[src/rtl/ss_pkg.sv]
// Shared types and buffer-layout helpers for the save-state sequencer.
package ss_pkg;

  localparam logic [7:0] SS_IDX_SLOT = 8'd127;

  typedef enum logic [3:0] {
    IDLE,
    SV_ADDR,
    SV_MEM,
    LD_IDX,
    LD_CHK,
    LD_MEM,
    LD_STB,
    DONE,
    ERR
  } ss_state_t;

  typedef enum logic [1:0] {
    STB_IDLE,
    STB_HIGH,
    STB_HOLD
  } stb_state_t;

  // Buffer layout: register slots at 0..reg_cnt-1, map index next, checksum after it.
  function automatic logic [7:0] buf_idx_addr(input int reg_cnt);
    return 8'(reg_cnt);
  endfunction

  function automatic logic [7:0] buf_chk_addr(input int reg_cnt);
    return 8'(reg_cnt + 1);
  endfunction

endpackage

[src/rtl/ss_strobe_gen.sv]
// Mapper strobe timer: STB_LEN high clocks, then one low hold clock flagged by done_o.
module ss_strobe_gen #(
  parameter int STB_LEN = 4
) (
  input  logic clk,
  input  logic rst,
  input  logic start_i,
  output logic stb_o,
  output logic done_o
);
  import ss_pkg::*;

  localparam logic [7:0] HIGH_LAST = 8'(STB_LEN - 1);

  stb_state_t state_q, state_d;
  logic [7:0] cnt_q, cnt_d;

  // NOTE: sequential state uses non-blocking assignments so every register
  // samples the pre-edge values of the others.
  always_ff @(posedge clk or posedge rst) begin
    if (rst) begin
      state_q <= STB_IDLE;
      cnt_q   <= '0;
    end else begin
      state_q <= state_d;
      cnt_q   <= cnt_d;
    end
  end

  // NOTE: every variable gets a default before the case so no path infers a latch.
  always_comb begin
    state_d = state_q;
    cnt_d   = cnt_q;
    stb_o   = 1'b0;
    done_o  = 1'b0;
    case (state_q)
      STB_IDLE: begin
        if (start_i) begin
          state_d = STB_HIGH;
          cnt_d   = '0;
        end
      end
      STB_HIGH: begin
        stb_o = 1'b1;
        if (cnt_q == HIGH_LAST) state_d = STB_HOLD;
        else                    cnt_d   = cnt_q + 8'd1;
      end
      STB_HOLD: begin
        done_o  = 1'b1;
        state_d = STB_IDLE;
      end
      default: state_d = STB_IDLE;
    endcase
  end

endmodule

[src/rtl/ss_seq.sv]
// Save-state sequencer: snapshots mapper registers into a buffer and reloads them.
// Optional checksum slot enabled by defining SS_SEQ_CHECKSUM_EN.
module ss_seq #(
  parameter int REG_CNT = 16,
  parameter int STB_LEN = 4,
  parameter int SETTLE  = 2
) (
  input  logic       clk,
  input  logic       rst,
  input  logic       cmd_save,
  input  logic       cmd_load,
  output logic       busy,
  output logic       done,
  output logic       err,
  output logic       ss_act,
  output logic       ss_we,
  output logic [7:0] ss_addr,
  output logic [7:0] ss_wdat,
  output logic       ss_stb,
  input  logic [7:0] ss_rdat,
  output logic       mem_req,
  output logic       mem_we,
  output logic [7:0] mem_addr,
  output logic [7:0] mem_wdat,
  input  logic       mem_ack,
  input  logic [7:0] mem_rdat
);
  import ss_pkg::*;

  localparam logic [7:0] LAST_SLOT   = 8'(REG_CNT - 1);
  localparam logic [7:0] IDX_ADDR    = buf_idx_addr(REG_CNT);
  localparam logic [7:0] SETTLE_LAST = 8'(SETTLE - 1);
`ifdef SS_SEQ_CHECKSUM_EN
  localparam logic [7:0] CHK_ADDR    = buf_chk_addr(REG_CNT);
`endif

  ss_state_t  state_q, state_d;
  logic [7:0] slot_q, slot_d;
  logic [7:0] cnt_q, cnt_d;
  logic [7:0] idx_q, idx_d;
  logic       have_q, have_d;
  logic       err_q, err_d;
  logic [7:0] ss_addr_q, ss_addr_d;
  logic [7:0] ss_wdat_q, ss_wdat_d;
  logic       ss_we_q, ss_we_d;
  logic       mem_req_q, mem_req_d;
  logic       mem_we_q, mem_we_d;
  logic [7:0] mem_addr_q, mem_addr_d;
  logic [7:0] mem_wdat_q, mem_wdat_d;
  logic       stb_start_q, stb_start_d;
  logic       stb_done;
`ifdef SS_SEQ_CHECKSUM_EN
  logic [7:0] sum_q, sum_d;
  logic [7:0] chk_q, chk_d;
  logic       chk_ph_q, chk_ph_d;
`endif

  ss_strobe_gen #(.STB_LEN(STB_LEN)) u_strobe (
    .clk     (clk),
    .rst     (rst),
    .start_i (stb_start_q),
    .stb_o   (ss_stb),
    .done_o  (stb_done)
  );

  always_ff @(posedge clk or posedge rst) begin
    if (rst) begin
      state_q     <= IDLE;
      slot_q      <= '0;
      cnt_q       <= '0;
      idx_q       <= '0;
      have_q      <= 1'b0;
      err_q       <= 1'b0;
      ss_addr_q   <= '0;
      ss_wdat_q   <= '0;
      ss_we_q     <= 1'b0;
      mem_req_q   <= 1'b0;
      mem_we_q    <= 1'b0;
      mem_addr_q  <= '0;
      mem_wdat_q  <= '0;
      stb_start_q <= 1'b0;
`ifdef SS_SEQ_CHECKSUM_EN
      sum_q       <= '0;
      chk_q       <= '0;
      chk_ph_q    <= 1'b0;
`endif
    end else begin
      state_q     <= state_d;
      slot_q      <= slot_d;
      cnt_q       <= cnt_d;
      idx_q       <= idx_d;
      have_q      <= have_d;
      err_q       <= err_d;
      ss_addr_q   <= ss_addr_d;
      ss_wdat_q   <= ss_wdat_d;
      ss_we_q     <= ss_we_d;
      mem_req_q   <= mem_req_d;
      mem_we_q    <= mem_we_d;
      mem_addr_q  <= mem_addr_d;
      mem_wdat_q  <= mem_wdat_d;
      stb_start_q <= stb_start_d;
`ifdef SS_SEQ_CHECKSUM_EN
      sum_q       <= sum_d;
      chk_q       <= chk_d;
      chk_ph_q    <= chk_ph_d;
`endif
    end
  end

  always_comb begin
    state_d     = state_q;
    slot_d      = slot_q;
    cnt_d       = cnt_q;
    idx_d       = idx_q;
    have_d      = have_q;
    err_d       = err_q;
    ss_addr_d   = ss_addr_q;
    ss_wdat_d   = ss_wdat_q;
    ss_we_d     = ss_we_q;
    mem_req_d   = mem_req_q;
    mem_we_d    = mem_we_q;
    mem_addr_d  = mem_addr_q;
    mem_wdat_d  = mem_wdat_q;
    stb_start_d = 1'b0;
`ifdef SS_SEQ_CHECKSUM_EN
    sum_d       = sum_q;
    chk_d       = chk_q;
    chk_ph_d    = chk_ph_q;
`endif
    case (state_q)
      IDLE: begin
        if (cmd_save) begin
          err_d     = 1'b0;
          slot_d    = '0;
          ss_addr_d = '0;
          cnt_d     = '0;
`ifdef SS_SEQ_CHECKSUM_EN
          sum_d     = '0;
          chk_ph_d  = 1'b0;
`endif
          state_d   = SV_ADDR;
        end else if (cmd_load) begin
          err_d      = 1'b0;
          ss_addr_d  = SS_IDX_SLOT;
          cnt_d      = '0;
          have_d     = 1'b0;
          mem_req_d  = 1'b1;
          mem_we_d   = 1'b0;
          mem_addr_d = IDX_ADDR;
          state_d    = LD_IDX;
        end
      end
      SV_ADDR: begin
        if (cnt_q == SETTLE_LAST) begin
          mem_req_d  = 1'b1;
          mem_we_d   = 1'b1;
          mem_addr_d = (slot_q == SS_IDX_SLOT) ? IDX_ADDR : slot_q;
          mem_wdat_d = ss_rdat;
`ifdef SS_SEQ_CHECKSUM_EN
          sum_d      = sum_q + ss_rdat;
`endif
          state_d    = SV_MEM;
        end else begin
          cnt_d = cnt_q + 8'd1;
        end
      end
      SV_MEM: begin
        if (mem_req_q && mem_ack) begin
          mem_req_d = 1'b0;
          cnt_d     = '0;
          if (slot_q == LAST_SLOT) begin
            slot_d    = SS_IDX_SLOT;
            ss_addr_d = SS_IDX_SLOT;
            state_d   = SV_ADDR;
          end else if (slot_q == SS_IDX_SLOT) begin
`ifdef SS_SEQ_CHECKSUM_EN
            // The checksum write is issued from SV_MEM on the following clock.
            if (chk_ph_q) state_d  = DONE;
            else          chk_ph_d = 1'b1;
`else
            state_d = DONE;
`endif
          end else begin
            slot_d    = slot_q + 8'd1;
            ss_addr_d = slot_q + 8'd1;
            state_d   = SV_ADDR;
          end
        end
`ifdef SS_SEQ_CHECKSUM_EN
        else if (!mem_req_q) begin
          mem_req_d  = 1'b1;
          mem_we_d   = 1'b1;
          mem_addr_d = CHK_ADDR;
          mem_wdat_d = sum_q;
        end
`endif
      end
      LD_IDX: begin
        if (cnt_q != SETTLE_LAST) cnt_d = cnt_q + 8'd1;
        if (mem_req_q && mem_ack) begin
          mem_req_d = 1'b0;
          idx_d     = mem_rdat;
          have_d    = 1'b1;
        end
        if (have_q && cnt_q == SETTLE_LAST) begin
          if (idx_q != ss_rdat) begin
            err_d   = 1'b1;
            state_d = ERR;
          end else begin
`ifdef SS_SEQ_CHECKSUM_EN
            sum_d      = idx_q;
            mem_addr_d = CHK_ADDR;
            state_d    = LD_CHK;
`else
            mem_addr_d = '0;
            state_d    = LD_MEM;
`endif
            slot_d    = '0;
            mem_req_d = 1'b1;
            mem_we_d  = 1'b0;
          end
        end
      end
      LD_CHK: begin
`ifdef SS_SEQ_CHECKSUM_EN
        if (mem_req_q && mem_ack) begin
          mem_req_d = 1'b0;
          chk_d     = mem_rdat;
          state_d   = LD_MEM;
        end
`else
        state_d = IDLE;
`endif
      end
      LD_MEM: begin
        if (!mem_req_q) begin
          mem_req_d  = 1'b1;
          mem_we_d   = 1'b0;
          mem_addr_d = slot_q;
        end else if (mem_ack) begin
          mem_req_d   = 1'b0;
          ss_addr_d   = slot_q;
          ss_wdat_d   = mem_rdat;
          ss_we_d     = 1'b1;
          stb_start_d = 1'b1;
`ifdef SS_SEQ_CHECKSUM_EN
          sum_d       = sum_q + mem_rdat;
`endif
          state_d     = LD_STB;
        end
      end
      LD_STB: begin
        if (stb_done) begin
          ss_we_d = 1'b0;
          if (slot_q == LAST_SLOT) begin
`ifdef SS_SEQ_CHECKSUM_EN
            if (sum_q == chk_q) begin
              state_d = DONE;
            end else begin
              err_d   = 1'b1;
              state_d = ERR;
            end
`else
            state_d = DONE;
`endif
          end else begin
            slot_d     = slot_q + 8'd1;
            mem_req_d  = 1'b1;
            mem_we_d   = 1'b0;
            mem_addr_d = slot_q + 8'd1;
            state_d    = LD_MEM;
          end
        end
      end
      DONE:    state_d = IDLE;
      ERR:     state_d = IDLE;
      default: state_d = IDLE;
    endcase
  end

  assign busy     = (state_q != IDLE);
  assign ss_act   = (state_q != IDLE);
  assign done     = (state_q == DONE);
  assign err      = err_q;
  assign ss_we    = ss_we_q;
  assign ss_addr  = ss_addr_q;
  assign ss_wdat  = ss_wdat_q;
  assign mem_req  = mem_req_q;
  assign mem_we   = mem_we_q;
  assign mem_addr = mem_addr_q;
  assign mem_wdat = mem_wdat_q;

endmodule
[config.mk]
export PLATFORM = sky130hd
export DESIGN_NAME = ss_seq
export DESIGN_NICKNAME = d
export VERILOG_FILES = /design/src/rtl/ss_pkg.sv /design/src/rtl/ss_strobe_gen.sv /design/src/rtl/ss_seq.sv
export SDC_FILE = /design/constraint.sdc
export NUM_CORES = 1
export LEC_CHECK = 0
export BUFFER_PORTS_ARGS = -buffer_cell sky130_fd_sc_hd__buf_2
export CAP_MARGIN = 10
export CORE_ASPECT_RATIO = 2
export CORE_UTILIZATION = 57
export CTS_CLUSTER_SIZE = 25
export DETAILED_ROUTE_END_ITERATION = 7
export PLACE_DENSITY = 0.81
export SETUP_SLACK_MARGIN = 0.4
export SLEW_MARGIN = 20
export SYNTH_ARGS = -nofsm -noshare
export SYNTH_HDL_FRONTEND = slang
export SYNTH_SLANG_ARGS = --single-unit
[constraint.sdc]
create_clock -name clk -period 3.39 [get_ports clk]
set_clock_uncertainty 0.15 [all_clocks]
set_input_delay 0.339 -clock clk [delete_from_list [all_inputs] [get_ports clk]]
set_output_delay 0.339 -clock clk [all_outputs]
set_load 0.02 [all_outputs]
==> key figures, run 1 <==
Run status
  – Status: complete, no violations

Clock tree
  – H-tree depth: 3
  – Clock sinks: 76
  – Setup bufs post-CTS: 0
  – CTS max path bufs: 2
  – Number of buffers created by CTS: 9
  – TritonCTS clock tree: done
  – Clock latency on the worst-skew pair: 0.34 ns
  – Clk root buf: clkbuf_16
  – Clock input transition at the sequential cells of the worst setup and hold paths: 0.06 ns

Power and ir drop
  – Peak supply drop: 549 µV
  – Leakage power: 2.25 nW
  – Switching Share: 0.414
  – Pint: 0.00257 W
  – Part of the power in registers: 0.330
  – Pwr per Cell Area: 894 nW/µm²
  – Clock power share: 0.214
  – Net switching power: 0.00182 W
  – Logic pwr share: 0.456
  – Pwr Total: 0.00439 W

Cells and area
  – Share of cells above drive strength 1: 0.267
  – Commonest non-fill, non-tap cells in the layout: 76 x dfrtp_1, 60 x buf_2, 34 x o21ai_0, 32 x nor2_1, 31 x mux2_2
  – Most common cell after layout, fill and taps aside: dfrtp_1
  – Nets: 505
  – Diode count: 0
  – Filler cells: 588
  – Post-Layout Inst Area: 4910 µm²
  – Area growth syn-to-layout: 16.0%

Logic synthesis
  – Synth cell types: 66
  – Avg Cell Area, Syn: 10.0 µm²
  – Cell Area, Synth: 4240 µm²
  – Synth Area in Adders: 0.0118
  – Sequential area share after synthesis: 0.449
  – Syn nets: 448
  – Post-Synth XOR/XNOR Area: 0.0331
  – Combinational family with the most area after synthesis: simple AND/OR/NAND/NOR gates
  – Synth Instances: 423
  – Fraction of the mapped netlist area in simple logic gates: 0.183
  – Yosys Warn Count: 0
  – Post-synthesis compound-gate area fraction: 0.168
  – Synthesis-stage register bit count: 76
  – Post-synth top flop: dfrtp_1
  – EDFF count, synth: 0
  – Mux cell area share after synthesis: 0.112
  – Synth async-reset ratio: 1.00

Floorplanning
  – Die footprint: 7800 µm²
  – Chip height: 124 µm
  – Standard-cell rows: 44
  – Die X: 63.0 µm
  – Core box area: 7210 µm²
  – Ports: 61
  – Initial core utilization: 0.588

Placement
  – DP HPWL: 8.50 mm
  – Placed inst area: 4620 µm²
  – RD Place Congestion: 1.05
  – IO Port Bufs: 60

Min path
  – Min-Delay Endpoint: have_q
  – Cells on Worst Hold Path: 2
  – Min-delay src: cmd_load
  – Worst min-delay path class: in -> reg

Critical path
  – Worst reg2reg setup slack: 0.60 ns
  – RR Startpoint: state_q[1]
  – Worst-path fanout max: 24
  – CP required: 3.46 ns
  – Worst Setup Start Kind: register
  – Worst Path Arrival: 2.86 ns
  – Worst Setup Path Type: reg -> reg
  – FF-to-FF path depth: 6
  – Worst r2r dst: mem_addr[6]
  – Setup crit end kind: register

STA
  – Final Hold Viols: 0
  – Setup TNS: 0 ns
  – Tcrit/Tclk final: 0.823
  – Max-Slew Margin vs Limit: 0.405
  – Fmax: 358 MHz
  – Setup violators final: 0
  – Crit path time final: 2.79 ns
  – RSZ-0062 raised after global routing: no
  – Worst slew pin tran: 0.890 ns
  – Slew Limit Fails: 0

Drt
  – Post-DR vias/cell: 6.47
  – 1st-pass router iterations: 5
  – Via Count: 3,724
  – Initial drt markers: 311
  – Antenna viol nets, final: 0
  – Remaining DRCs: 0
  – Final WL: 11.7 mm
  – Wire per inst: 20.3 µm

Run
  – Max Cap Violations: 0

Global routing
  – First-pass GRT wire length: 18.7 mm
  – Largest net degree at the start of global routing: 77
  – Grt total ovfl: 0
  – Initial antenna violation count: 0
  – Total track usage: 0.323
  – Vias in the first global route: 3,728
[synthesized netlist by cell type (4+ instances only)]
library cell  count  area share
dfrtp_1          76        0.45
o21ai_0          34       0.040
nor2_1           32       0.028
mux2_2           31       0.082
nand2_1          26       0.023
a21oi_1          17       0.020
inv_1            13       0.012
clkbuf_1         12       0.011
nand3_1          12       0.014
nand4_1          12       0.018
buf_2             9       0.011
o31ai_1           9       0.016
xnor2_1           9       0.019
a22o_1            7       0.014
and3_1            7       0.010
nand2b_1          7       0.010
nor2b_1           7       0.010
xor2_1            7       0.014
mux2i_1           6       0.014
nor3_1            6      0.0071
a31oi_1           5      0.0074
and2_1            5      0.0074
ha_1              4       0.012
[through the flow]
step,setup slack [ns],cells,utilization,hold slack [ns]
final,0.600,576,0.681,0.0699
after global routing,0.461,576,0.681,0.0747
after CTS,0.645,576,0.681,0.0584
after detailed placement,0.664,560,0.640,0.321
after global placement,0.699,560,0.640,0.309
after floorplan,0.963,423,-,0.274
[cell families after synthesis]
logic type	Yosys count
XOR/XNOR	16
AND/OR/NAND/NOR	141
adder cells (fa/ha/maj)	4
AO/OA/AOI/OAI	106
buffers and inverters	38
flip-flops	76
multiplexers	42
[state kept, by name (all words and copies together), names as in the netlist, 4 cells and up]
| name | flops |
|---|---|
| mem_wdat | 8 |
| idx_q | 8 |
| state_q | 4 |
| ss_wdat | 8 |
| cnt_q | 8 |
| mem_addr | 8 |
| ss_addr | 8 |
| u_strobe.cnt_q | 8 |
| slot_q | 8 |
[power groups by stage]
stage               Combinational [W]  Clock (W)  Sequential (W)
floorplan                     0.00132          0         0.00154
CTS                           0.00198   0.000953         0.00144
global placement              0.00193          0         0.00144
detailed placement            0.00197          0         0.00145
global route                  0.00216   0.000983         0.00148
finish                        0.00200   0.000939         0.00145
[layer usage]
layer,part of all wire,vias to the layer above,global-route usage,routed length (µm)
li1,-,1681,-,-
met2,0.53,203,0.569,6230
met5,0,-,0,0
met1,0.34,1782,0.328,4010
met4,0.067,0,0.256,786
met3,0.057,58,0.0641,663
[area by class of cell]
type | count | area [µm²] | share of cell area
Clock inverter | 6 | 63.8 | 0.0130
Tap cell | 92 | 115 | 0.0234
Sequential cell | 76 | 1900 | 0.387
Multi-Input combinational cell | 309 | 2160 | 0.440
Clock buffer | 9 | 225 | 0.0458
Timing Repair Buffer | 71 | 398 | 0.0810
Inverter | 13 | 48.8 | 0.00993
[worst max-delay path by stage]
stage | startpoint | endpoint | slack [ns] | cells past startpoint
2_1_floorplan | rst | cnt_q[0] | 0.96 | 1
3_3_place_gp | state_q[0] | mem_addr[6] | 0.70 | 8
3_5_place_dp | state_q[1] | mem_addr[6] | 0.66 | 6
4_1_cts | state_q[0] | mem_addr[7] | 0.65 | 6
5_1_grt | state_q[1] | mem_addr[6] | 0.46 | 6
6_report | state_q[1] | mem_addr[6] | 0.60 | 6
[worst max-delay path, cell delays in order, from the launching register on]
cell and delay (ns):
dfrtp_1 0.77, or4bb_1 0.76, nor3_1 0.26, a311o_1 0.17, nor4b_2 0.06, buf_4 0.18
mux2_1 0.31
[what timing repair did]
action,4_1_cts,5_1_grt
hold endpoints to repair,76,0
hold buffers,1,0
resized for setup,0,0
(Power assumes the default switching activity.)
==> inputs of run 2 (changes only) <==
clock period = 2.7 ns   (was 3.39 ns; I/O delays follow)
==> run 2 against run 1 <==
  * Total power up 41%
  * Sequential cell count is the same
  * Register-to-register slack got worse by 0.28 ns
  * Core utilization is 7.6 points higher
  * Non-clock buffer count rose by 47
  * Sequential power increased by 23%
  * Sequential share of layout area is 3.7 points lower
  * Final area rose by 11%
  * Global-route usage is essentially flat
  * Clock power rose by 38%
  * Die area stayed put
  * Largest cell class unchanged
==> key figures, run 2 (synthesis results as in run 1) <==
Run status
  – Status: complete, no violations

Floorplanning
  – Chip height: 124 µm (unchanged)
  – Core box area: 7210 µm² (unchanged)
  – Die footprint: 7800 µm² (unchanged)
  – Die X: 63.0 µm (unchanged)
  – Standard-cell rows: 44 (unchanged)
  – Ports: 61 (unchanged)
  – Initial core utilization: 0.588 (unchanged)

STA
  – RSZ-0062 raised after global routing: yes
  – Final Hold Viols: 0 (unchanged)
  – Worst slew pin tran: 0.755 ns (-0.134 ns)
  – Setup TNS: 0 ns (unchanged)
  – Max-Slew Margin vs Limit: 0.495 (+0.0906)
  – Slew Limit Fails: 0 (unchanged)
  – Setup violators final: 0 (unchanged)
  – Tcrit/Tclk final: 0.881 (+0.0576)
  – Crit path time final: 2.38 ns (-0.412 ns)
  – Fmax: 421 MHz (+17%)

Power and ir drop
  – Leakage power: 2.52 nW (+12%)
  – Pint: 0.00376 W (+46%)
  – Clock power share: 0.211 (-0.003)
  – Net switching power: 0.00242 W (+33%)
  – Peak supply drop: 933 µV (+70%)
  – Logic pwr share: 0.499 (+0.043)
  – Pwr per Cell Area: 1130 nW/µm² (+27%)
  – Switching Share: 0.392 (-0.0218)
  – Part of the power in registers: 0.290 (-0.040)
  – Pwr Total: 0.00618 W (+41%)

Drt
  – Remaining DRCs: 0 (unchanged)
  – Antenna viol nets, final: 0 (unchanged)
  – Initial drt markers: 386 (+24%)
  – Post-DR vias/cell: 6.39 (-1.2%)
  – Via Count: 3,986 (+7.0%)
  – 1st-pass router iterations: 5 (unchanged)
  – Wire per inst: 19.8 µm (-2.3%)
  – Final WL: 12.4 mm (+5.8%)

Cells and area
  – Filler cells: 489 (-17%)
  – Commonest non-fill, non-tap cells in the layout: 69 x dfrtp_1, 60 x buf_2, 52 x buf_4, 34 x o21ai_0, 31 x nor2_1
  – Sequential cell area: 1910 µm² (+0.46%)
  – Most common cell after layout, fill and taps aside: dfrtp_1
  – Diode count: 0 (unchanged)
  – Share of cells above drive strength 1: 0.378 (+0.111)
  – Post-Layout Cell Count: 624 (+8.3%)
  – Multi-input gate area: 2300 µm² (+6.5%)
  – Nets: 552 (+9.3%)
  – Area growth syn-to-layout: 28.9%

Placement
  – DP HPWL: 8.65 mm (+1.8%)
  – RD Place Congestion: 0.976 (-6.8%)
  – Dpl cells: 585 (+4.5%)
  – IO Port Bufs: 60 (unchanged)

Global routing
  – First-pass GRT wire length: 18.9 mm (+1.0%)
  – Total track usage: 0.323 (+0.000483)
  – Vias in the first global route: 3,960 (+6.2%)
  – Initial antenna violation count: 0 (unchanged)
  – Largest net degree at the start of global routing: 30 (-61%)
  – Grt total ovfl: 0 (unchanged)

Run
  – Max Cap Violations: 0 (unchanged)

Critical path
  – Worst Setup Start Kind: register
  – CP delay by family, top: simple AND/OR/NAND/NOR gates
  – Worst-path fanout max: 6 (-75%)
  – Crit-path max cell delay: 0.50 ns (-0.27 ns)
  – Setup crit end kind: register
  – Worst Path Arrival: 2.46 ns (-0.40 ns)
  – Worst Setup Path Type: reg -> reg
  – RR Startpoint: state_q[0]
  – Buf/Inv on CP: 2 (+1)
  – Crit-path slowest cell: or4_1
  – Beginning of the critical path: state_q[0]
  – CP required: 2.79 ns (-0.67 ns)
  – Cell Chain, Critical Path: clkbuf_2 > or3b_4 > a21o_1 > buf_4 > nand4_1 > or4_1 > o21ai_0

Clock tree
  – H-tree depth: 3 (unchanged)
  – Clk root buf: clkbuf_16
  – Clock input transition at the sequential cells of the worst setup and hold paths: 0.06 ns (about the same)
  – CTS max path bufs: 2 (unchanged)
  – Number of buffers created by CTS: 9 (unchanged)
  – TritonCTS clock tree: done
  – Clock latency on the worst-skew pair: 0.34 ns (about the same)
  – Clock sinks: 76 (unchanged)

Min path
  – Min-delay src: mem_rdat[1]
  – Worst min-delay path class: in -> reg
-- run 2: cell count changes in the layout (fill, tap and decap cells not counted), sizes merged --
cell	delta
buf	+44
bufinv	+1
clkbuf	+4
dlygate4sd3	+1
inv	-2
-- run 2: layout make-up --
type | instances | area share
clock buffers | 11 | 0.0444
clock inverters | 5 | 0.0156
inverters | 13 | 0.00962
multi-input cells | 309 | 0.421
flip-flops and latches | 76 | 0.350
well taps | 92 | 0.0211
repair buffers | 118 | 0.138
-- run 2: final timing paths --
check	cells after the start	slack, ns	end
max	7	0.32	state_q[0]
min in group asynchronous	3	0.41	ss_we
min	2	0.03	ss_wdat[1]
max reg2reg	7	0.32	state_q[0]
min reg2reg	1	0.35	mem_addr[0]
max in group asynchronous	4	1.37	u_strobe.cnt_q[2]
-- run 2: worst reg2reg max path: stages (launching register included) --
cell	delay, ns
dfrtp_2	0.46
clkbuf_2	0.18
or3b_4	0.29
a21o_1	0.17
buf_4	0.17
nand4_1	0.24
or4_1	0.50
o21ai_0	0.12
-- run 2: power by group through the flow --
stage | logic [W] | registers (W) | clock network, W
3_3_place_gp | 0.00257 | 0.00177 | 0
4_1_cts | 0.00278 | 0.00178 | 0.00132
5_1_grt | 0.00332 | 0.00183 | 0.00136
3_5_place_dp | 0.00262 | 0.00180 | 0
2_1_floorplan | 0.00166 | 0.00193 | 0
6_report | 0.00308 | 0.00179 | 0.00130
-- run 2: timing repair --
action | in CTS | in global routing
pin swaps | 1 | 8
buffers inserted | 7 | 14
endpoints found under the hold margin | 27 | 0
gates resized for setup | 14 | 22
endpoints found under the setup margin | 38 | 34
hold buffers | 2 | 0
-- run 2: layer usage --
layer,up-vias,track usage,share of wire
met2,219,0.579,0.53
met4,0,0.263,0.073
met1,1914,0.319,0.34
met3,77,0.0604,0.059
met5,-,0,0
li1,1776,-,-
-- run 2: per-stage QoR --
stage / utilization / hold slack, ns / worst slack [ns] / cell area, µm²
2_1_floorplan: - / 0.205 / 0.402 / 4240
5_1_grt: 0.757 / 0.0306 / 0.272 / 5460
3_3_place_gp: 0.667 / 0.218 / 0.204 / 4810
6_report: 0.757 / 0.0300 / 0.322 / 5460
4_1_cts: 0.730 / 0.0242 / 0.342 / 5260
3_5_place_dp: 0.667 / 0.224 / 0.176 / 4810
